===== config.mk =====
export PLATFORM = sky130hd
export DESIGN_NAME = layer_update_scheduler
export DESIGN_NICKNAME = d
export VERILOG_FILES = /design/src/rtl/layer_update_scheduler.sv
export SDC_FILE = /design/constraint.sdc
export NUM_CORES = 1
export LEC_CHECK = 0
export BUFFER_PORTS_ARGS = -buffer_cell sky130_fd_sc_hd__buf_2
export CAP_MARGIN = 20
export CORE_AREA = 2 2 39 41
export CTS_CLUSTER_DIAMETER = 120
export CTS_CLUSTER_SIZE = 30
export DETAILED_ROUTE_END_ITERATION = 7
export DIE_AREA = 0 0 41 43
export GPL_ROUTABILITY_DRIVEN = 0
export HOLD_SLACK_MARGIN = 0.15
export PLACE_DENSITY = 0.69
export RECOVER_POWER = 100
export SYNTH_ARGS = -nofsm -noshare
export SYNTH_HDL_FRONTEND = slang
export SYNTH_SLANG_ARGS = --single-unit

===== constraint.sdc =====
create_clock -name clk -period 1.7 [get_ports clk]
set_input_delay 0.17 -clock clk [delete_from_list [all_inputs] [get_ports clk]]
set_output_delay 0.17 -clock clk [all_outputs]
set_load 0.02 [all_outputs]

===== src/rtl/layer_update_scheduler.sv =====
// rtl/layer_update_scheduler.sv - backprop weight-update sequencer, last layer down to layer 0
// Optional watchdog enabled by defining LAYER_SCHED_TIMEOUT_EN.
module layer_update_scheduler #(
  parameter int LAYER_ADDR_WIDTH = 2,
  parameter int LAYER_MAX        = 4,
  parameter int TIMEOUT_CYCLES   = 1024
) (
  input  logic                      clk,
  input  logic                      rst,
  input  logic                      start,
  input  logic [LAYER_ADDR_WIDTH:0] layer_count,
  output logic                      mem_req,
  output logic [LAYER_ADDR_WIDTH-1:0] mem_layer,
  input  logic                      mem_ack,
  output logic                      wc_start,
  output logic [LAYER_ADDR_WIDTH-1:0] wc_layer,
  input  logic                      wc_valid,
  output logic                      busy,
  output logic                      done,
  output logic                      error
);

  typedef enum logic [2:0] {
    S_IDLE  = 3'd0,
    S_FETCH = 3'd1,
    S_START = 3'd2,
    S_WAIT  = 3'd3,
    S_NEXT  = 3'd4,
    S_DONE  = 3'd5
  } state_t;

  localparam logic [LAYER_ADDR_WIDTH:0]   LMAX = (LAYER_ADDR_WIDTH+1)'(LAYER_MAX);
  localparam logic [LAYER_ADDR_WIDTH-1:0] ONE  = LAYER_ADDR_WIDTH'(1);

  if (TIMEOUT_CYCLES < 1) begin : g_bad_timeout
    $error("TIMEOUT_CYCLES must be at least 1");
  end

  state_t                      state;
  logic [LAYER_ADDR_WIDTH-1:0] cur;
  logic [LAYER_ADDR_WIDTH:0]   cnt;
  logic                        timeout;

  // Layer count clamped to the number of physical layers.
  always_comb begin
    cnt = (layer_count > LMAX) ? LMAX : layer_count;
  end

`ifdef LAYER_SCHED_TIMEOUT_EN
  localparam int            TW   = $clog2(TIMEOUT_CYCLES + 1);
  localparam logic [TW-1:0] TLIM = TW'(TIMEOUT_CYCLES - 1);

  logic [TW-1:0] tcnt;
  logic          err_q;

  // FETCH and WAIT are never entered from each other, so clearing outside them restarts the count on entry.
  always_ff @(posedge clk) begin
    if (rst || !(state == S_FETCH || state == S_WAIT)) begin
      tcnt <= '0;
    end else begin
      tcnt <= tcnt + TW'(1);
    end
  end

  assign timeout = (state == S_FETCH || state == S_WAIT) && (tcnt == TLIM);

  // Sticky watchdog flag, cleared by reset or the next accepted start.
  always_ff @(posedge clk) begin
    if (rst) begin
      err_q <= 1'b0;
    end else if (state == S_IDLE && start) begin
      err_q <= 1'b0;
    end else if (timeout) begin
      err_q <= 1'b1;
    end
  end

  assign error = err_q;
`else
  assign timeout = 1'b0;
  assign error   = 1'b0;
`endif

  // Sequencing FSM; every output is registered together with the state it decodes.
  always_ff @(posedge clk) begin
    if (rst) begin
      state     <= S_IDLE;
      cur       <= '0;
      mem_req   <= 1'b0;
      mem_layer <= '0;
      wc_start  <= 1'b0;
      wc_layer  <= '0;
      busy      <= 1'b0;
      done      <= 1'b0;
    end else begin
      wc_start <= 1'b0;
      done     <= 1'b0;
      case (state)
        S_IDLE: begin
          if (start) begin
            if (cnt == '0) begin
              state <= S_DONE;
              done  <= 1'b1;
            end else begin
              cur       <= cnt[LAYER_ADDR_WIDTH-1:0] - ONE;
              mem_layer <= cnt[LAYER_ADDR_WIDTH-1:0] - ONE;
              mem_req   <= 1'b1;
              busy      <= 1'b1;
              state     <= S_FETCH;
            end
          end
        end
        S_FETCH: begin
          if (mem_ack) begin
            mem_req  <= 1'b0;
            wc_start <= 1'b1;
            wc_layer <= cur;
            state    <= S_START;
          end else if (timeout) begin
            mem_req <= 1'b0;
            busy    <= 1'b0;
            done    <= 1'b1;
            state   <= S_DONE;
          end
        end
        S_START: begin
          // A valid seen here belongs to the previous layer and is dropped.
          state <= S_WAIT;
        end
        S_WAIT: begin
          if (wc_valid) begin
            state <= S_NEXT;
          end else if (timeout) begin
            busy  <= 1'b0;
            done  <= 1'b1;
            state <= S_DONE;
          end
        end
        S_NEXT: begin
          if (cur == '0) begin
            busy  <= 1'b0;
            done  <= 1'b1;
            state <= S_DONE;
          end else begin
            cur       <= cur - ONE;
            mem_layer <= cur - ONE;
            mem_req   <= 1'b1;
            state     <= S_FETCH;
          end
        end
        S_DONE: begin
          state <= S_IDLE;
        end
        default: begin
          mem_req <= 1'b0;
          busy    <= 1'b0;
          state   <= S_IDLE;
        end
      endcase
    end
  end

endmodule


## Yosys cells after proc, flatten, opt, wreduce, memory -nomap -nowiden

Index checks and enable logic that the tools add are counted.
W data, S select, Z words.

| operators by class | value |
|---|---|
| add/subtract/negate cells | 2 |
| order comparisons | 1 |
| eq/ne operators | 11 |
| multiplexer cells | 23 |
| bitwise logic cells | 3 |
| reduce and logical (&&, ||, !) cells | 12 |

Operator list:

| cell | number |
|---|---|
| $mux W3 | 6 |
| $pmux W3 S5 | 1 |
| $ne A2 B2 Y1 const B | 6 |
| $mux W1 | 9 |
| $reduce_and A4 Y1 | 2 |
| $eq A3 B2 Y1 const B | 2 |
| $eq A3 B3 Y1 const B | 2 |
| $logic_not A3 Y1 | 2 |
| $mux W2 | 3 |
| $reduce_and A5 Y1 | 1 |
| $pmux W1 S4 | 1 |
| $pmux W2 S2 | 1 |
| $reduce_or A4 Y1 | 1 |
| $sub A2 B1 Y2 const B | 2 |
| $eq A3 B1 Y1 const B | 1 |
| $gt A3 B3 Y1 const B | 1 |
| $not A1 Y1 | 3 |
| $pmux W1 S3 | 1 |
| $reduce_and A3 Y1 | 1 |
| $reduce_or A3 Y1 | 1 |
| $logic_not A2 Y1 | 1 |
| $pmux W1 S2 | 1 |
| $reduce_and A2 Y1 | 1 |
| $reduce_bool A2 Y1 | 1 |
| $reduce_or A2 Y1 | 1 |

| storage, ports and cells | value |
|---|---|
| bits in registers | 11 |
| bits of input ports | 8 |
| word-level logic and storage cells | 59 |

## Logic depth before layout (Yosys ltp)

Gate-level depths: netlist (run 1).

| logic depth | value |
|---|---|
| word-level depth | 6 |
| depth in mapped cells | 6 |
| mapped depth without buffers | 4 |

## Worst setup path after synthesis (run 1)

Ideal clock, no wire load.

| timing path | value |
|---|---|
| kind | register to register |
| from | register state[2] |
| to | register cur[0] |
| data arrival time | 1479 ps |
| slack | 147 ps |
| cell stages (with the launch flop) | 6 |
| period minus slack after synthesis | 1553 ps |
| path through | dfxtp_1 buf_4 nor4_2 or4_4 or4_1 o21ai_0 |

| between the ends | value |
|---|---|
| longest elaborated chain between the ends | 3 |
| elaborated cells on any way between the ends | 8 |
| those cells by class | eq/ne (4); mux (1); reduce/logical (3) |

RTL lines:

| what | line | text |
|---|---|---|
| start: declaration | 39 | `state_t state;` |
| start signal: assignment | 87 | `state <= S_IDLE;` |
| start signal: assignment | 102 | `state <= S_DONE;` |
| start signal: assignment | 109 | `state <= S_FETCH;` |
| $eq A3 B3 Y1 or $logic_not A3 Y1 (tied branches) | 98 | `case (state)` |
| $ne A2 B2 Y1 (no source line) or $reduce_bool A2 Y1 (tied branches) | -- |  |
| $reduce_and A4 Y1 (no source line) | -- |  |
| end signal: assignment | 105 | `cur <= cnt[LAYER_ADDR_WIDTH-1:0] - ONE;` |
| end signal: assignment | 145 | `cur <= cur - ONE;` |
| end: declaration | 40 | `logic [LAYER_ADDR_WIDTH-1:0] cur;` |

Several ways; a longest one is shown, not always the timed one.
A chain may end at the register's enable or synchronous reset.

## Worst setup path after layout (run 1)

Ends and elaborated chain as after synthesis.

==> flow_summary.yaml, run 1 <==
route:
  drt_iter0_drc: 12
  wl_per_cell_um: 13.0
  drc: 0
  avgViaCountPerCell: 5.45
  wirelength_mm: 1.36
  vias: 572
  ant_nets: 0
  dr.pass1.iters: 4
sta:
  drv_slew: 0
  rsz0062_at_grt: "false"
  clock_skew_ns: 0.00354
  hold_viol: 0
  layout_setup_ws_ns: 0.113
  final.min_clock_period_ns: 1.59
  post-route-period-util_pct: 93.4
  setup_tns_ns: 0
  setup_violations: 0
  clock.fmax_ghz: 0.630
critical_path:
  slowest_delay_ns: 0.51
  cp_data_required_time_ns: 1.90
  cp_max_fo: 4
  startpoint_type: "flip-flop"
  crit_path_end_kind: "flip-flop"
  path_cells: "nor4_1, or4_4, or4_1, o21ai_0"
  crit_family: "simple AND/OR/NAND/NOR gates"
  path_class: "reg -> reg"
  slowest_stage: "or4_4"
  critPathBufInv: 0
  critical_path_arrival_ns: 1.78
synthesis:
  ys.flop_type: "dfxtp_1"
  ys_seq_area_share_pct: 37.9
  synthTopCellsByCount: "11 x dfxtp_1, 8 x a21oi_1, 8 x nor2_1, 4 x clkbuf_1, 4 x nand2_1"
  synthCells: 71
  avgSynthCellArea_um2: 8.18
  post_synth_num_cell_types: 30
  synth_fp_nets: 79
  synth-async-reset-ratio_pct: 0
  yosysTopAreaCell: "dfxtp_1"
  synth_warnings: 0
  ys_seq_elements: 11
  yosysMostFrequentCell: "dfxtp_1"
  synth-edff-count: 0
  synth_area_leaders: "dfxtp_1 38%, a21oi_1 6.9%, nor2_1 5.2%"
  synth_area_um2: 581
  synth_top_area_share_pct: 37.9
clock_network:
  post_cts_buffers: 0
  clockBufferDepth: 2
  clkTransAtPathRegs_ns: 0.07
  numCtsBuffers: 3
  cts_hold_buf: 0
  cts.sinks: 11
  tritoncts: "built"
  ctsResizeCount: 0
  clock_tree.root_cell: "clkbuf_4"
  clock_latency_ns: 0.26
  htreeDepth: 1
final_layout:
  layout-area-overhead-vs-synth_pct: 18.1
  stdcell_count: 105
  antenna_cells: 0
  layout-drive-gt1-share_pct: 16.9
  fin_nets: 98
  design_area_um2: 686
grt:
  grt_pass1_vias: 498
  antenna_found_initial: 0
  grt_max_degree: 15
  grt_pass1_wl_mm: 2.11
  grt_remaining_overflow: 0
  track_usage_pct: 17.5
placement:
  hpwl_um: 971
  placed_area_um2: 683
  portBuffers: 15
  dp_slack_ns: 0.153
  dpl.cell_count: 101
pwr:
  power_density_mw_per_mm2: 944
  power_leakage_nw: 0.259
  ir_drop_uv: 343
floorplan:
  io_pins: 17
  dieArea_mm2: 0.00176
  rows: 14
  die_h_um: 43
  core_mm2: 0.00138
  dieWidth_um: 41
  start_util_pct: 42.0
flow_run:
  drv_cap: 0
min_path:
  hp-class: "in -> reg"
status:
  status: "complete, no violations"
state kept, by name, indices dropped and copies added, names as in the netlist:
signal    cells
state         3
cur           2
wc_layer      2
busy          1
done          1
mem_req       1
wc_start      1
worst register-to-register path, delay by kind of cell, from the launching register on:
family	cells	cell delay, ns
flip-flops	1	0.38
AND/OR/NAND/NOR	3	1.07
AO/OA/AOI/OAI	1	0.08
layout make-up:
type                            count  area, um2
Clock buffer                        4       26.3
Sequential cell                    11        220
Fill cell                         140        698
Timing Repair Buffer               20       95.1
Tap cell                           16       20.0
Multi-Input combinational cell     53        320
Inverter                            1       3.75
metrics by stage:
step | utilization [%] | power [mW] | hold slack (ns)
4_1_cts | 51.3 | 0.657 | 0.228
6_report | 49.5 | 0.647 | 0.222
3_3_place_gp | 49.4 | 0.477 | 0.473
3_5_place_dp | 49.4 | 0.482 | 0.474
2_1_floorplan | - | 0.425 | 0.326
5_1_grt | 49.5 | 0.689 | 0.228
metal layers:
metal  wire, um  GRT usage, %
met1        630          23.0
met2        667          25.6
met3         64          3.66
met4          0          9.33
met5          0             0
placed cells by master, fill, tap and decap left out, drive strengths merged, types with 2 or more instances in the layout:
cell | netlist | layout
dfxtp | 11 | 11
nand2 | 4 | 4
clkbuf | 4 | 14
nor3 | 3 | 3
o21ai | 3 | 3
a21oi | 8 | 8
nor2b | 2 | 2
a211oi | 2 | 2
buf | 2 | 10
or4 | 2 | 2
nand2b | 2 | 2
mux2i | 2 | 2
nor2 | 8 | 8
nor4 | 4 | 4
path summary, 6_finish.rpt:
| path | start | to | slack [ns] | cells past startpoint |
|---|---|---|---|---|
| hold / removal | rst | wc_layer[1] | 0.22 | 2 |
| setup / recovery | state[2] | cur[0] | 0.11 | 4 |
| hold reg to reg | mem_req | mem_req | 0.49 | 2 |
| setup reg to reg | state[2] | cur[0] | 0.11 | 4 |
report_power, final:
group | internal, mW | switching [mW]
logic | 0.0689 | 0.101
clock network | 0.0907 | 0.0858
registers | 0.280 | 0.0209
total | 0.439 | 0.207
logic make-up (layout without fill, tap and decap cells):
| family | after synthesis | in the layout | share of synthesized area [%] |
|---|---|---|---|
| buffers and inverters | 7 | 25 | 5.82 |
| and+or+nand+nor | 30 | 30 | 30.0 |
| DFF | 11 | 11 | 37.9 |
| muxes | 3 | 3 | 5.39 |
| AOI/OAI and AO/OA | 19 | 19 | 20.3 |
| other | 1 | 1 | 0.646 |
No activity file was read; power rests on OpenSTA's default activity.
==> run 2: changes to the inputs <==
--- a/config.mk
+++ b/config.mk
@@ -15,7 +15,6 @@
 export GPL_ROUTABILITY_DRIVEN = 0
 export HOLD_SLACK_MARGIN = 0.15
 export PLACE_DENSITY = 0.69
-export RECOVER_POWER = 100
 export SYNTH_ARGS = -nofsm -noshare
 export SYNTH_HDL_FRONTEND = slang
 export SYNTH_SLANG_ARGS = --single-unit
==> run 2 against run 1 <==
  * Via count rose by 0.35%
  * Power grew 1.0%
  * Cell count did not move
  * Global-route usage unchanged
  * Worst hold slack gained 0.0034 ns
  * Core utilization up 1.7 points
  * Wire length down 0.59%
  * Non-clock buffer count stayed put
  * Clock-buffer cell count stayed put
  * Critical path depth unchanged
  * First-iteration DRC count increased by 25%
  * Highest routed layer unchanged
==> flow_summary.yaml, run 2 (synthesis gave the netlist of run 1 again) <==
final_layout:
  stdcell_count: 105
  fin_nets: 98
  reg.largest.list: "state (3), cur (2), wc_layer (2)"
  fillers: 132
  layout-area-overhead-vs-synth_pct: 22.2
  largest_register: "state"
  multiInputGateArea_um2: 327
  antenna_cells: 0
  final_cell_mix: "15 x buf_2, 11 x dfxtp_1, 8 x nor2_1, 8 x a21oi_1, 5 x buf_4"
  layout-drive-gt1-share_pct: 30.3
  final_common_cell: "buf_2"
  largest_reg_flops: 3
  register_area_um2: 220
route:
  drc: 0
  ant_nets: 0
  vias: 574
  wl_per_cell_um: 12.9
  drt_iter0_drc: 15
  wirelength_mm: 1.35
  avgViaCountPerCell: 5.47
  dr.pass1.iters: 4
floorplan:
  start_util_pct: 42.0
  dieArea_mm2: 0.00176
  dieWidth_um: 41
  io_pins: 17
  rows: 14
  core_mm2: 0.00138
  die_h_um: 43
critical_path:
  ff2ff_setup_slack_ns: 0.11
  slowest_stage: "or4_4"
  cp_max_fo: 4
  crit_path_start: "state[2]"
  crit_path_end_kind: "flip-flop"
  critPathBufInv: 0
  r2r_start: "state[2]"
  path_class: "reg -> reg"
  r2r_cells: 4
  worst_r2r_endpoint: "cur[0]"
  crit_family: "simple AND/OR/NAND/NOR gates"
  path_cells: "nor4_2, or4_4, or4_1, o21ai_0"
  startpoint_type: "flip-flop"
  cp_data_required_time_ns: 1.90
  critical_path_arrival_ns: 1.78
  slowest_delay_ns: 0.50
min_path:
  hold_depth: 2
  holdPathEnd: "wc_layer[1]"
  hp-start: "rst"
  hp-class: "in -> reg"
clock_network:
  clockBufferDepth: 2
  tritoncts: "built"
  clkTransAtPathRegs_ns: 0.07
  cts.sinks: 11
  post_cts_buffers: 0
  htreeDepth: 1
  cts_hold_buf: 0
  ctsResizeCount: 0
  clock_latency_ns: 0.26
  clock_tree.root_cell: "clkbuf_4"
  numCtsBuffers: 3
placement:
  hpwl_um: 971
  dpl.cell_count: 101
  portBuffers: 15
  dp_slack_ns: 0.153
sta:
  post-route-period-util_pct: 93.3
  rsz0062_at_grt: "false"
  setup_violations: 0
  drv_slew: 0
  setup_tns_ns: 0
  hold_viol: 0
  layout_setup_ws_ns: 0.114
  clock.fmax_ghz: 0.631
  clock_skew_ns: 0.00316
  final.min_clock_period_ns: 1.59
grt:
  grt_remaining_overflow: 0
  antenna_found_initial: 0
  grt_util_met2_pct: 25.6
  met1_usage_pct: 23.0
  top_usage_layer: "met2"
  grt_pass1_wl_mm: 2.11
  track_usage_pct: 17.5
  grt_pass1_vias: 498
  grt_max_degree: 15
  grtUsageMet3_pct: 3.66
status:
  status: "complete, no violations"
pwr:
  power_density_mw_per_mm2: 921
  power_leakage_nw: 0.298
  ir_drop_uv: 348
flow_run:
  drv_cap: 0
[run 2: worst max-delay path by stage]
stage	endpoint	slack [ns]	cells past startpoint
after floorplan	cur[0]	0.15	5
after global placement	cur[0]	0.18	4
after detailed placement	cur[0]	0.15	4
after CTS	cur[0]	0.12	4
after global routing	cur[0]	0.07	4
final	cur[0]	0.11	4
[run 2: cell type report]
cell class	instances	area share [%]
multi-input combinational	53	46.0
sequential	11	31.0
timing repair buffer	20	15.9
clock buffer	4	3.70
tap	16	2.82
inverter	1	0.529
[run 2: report_power, final]
part | leakage, nW | internal (mW) | total (mW) | switching [mW]
Clock | 0.0150 | 0.0907 | 0.176 | 0.0856
Sequential | 0.0901 | 0.280 | 0.300 | 0.0206
Combinational | 0.193 | 0.0754 | 0.177 | 0.101
[run 2: per-layer routing]
| metal | up-vias | share of wire, % |
|---|---|---|
| met5 | - | 0 |
| met4 | 0 | 0 |
| met3 | 0 | 3.8 |
| met2 | 15 | 50 |
| met1 | 266 | 46 |
| li1 | 293 | - |
[run 2: per-stage QoR]
stage	util (%)	area [um2]	hold slack (ns)	total power, mW
after CTS	51.3	709	0.228	0.657
after global routing	51.3	709	0.228	0.695
final	51.3	709	0.225	0.653
after global placement	49.4	683	0.473	0.477
after floorplan	-	581	0.326	0.425
after detailed placement	49.4	683	0.474	0.482
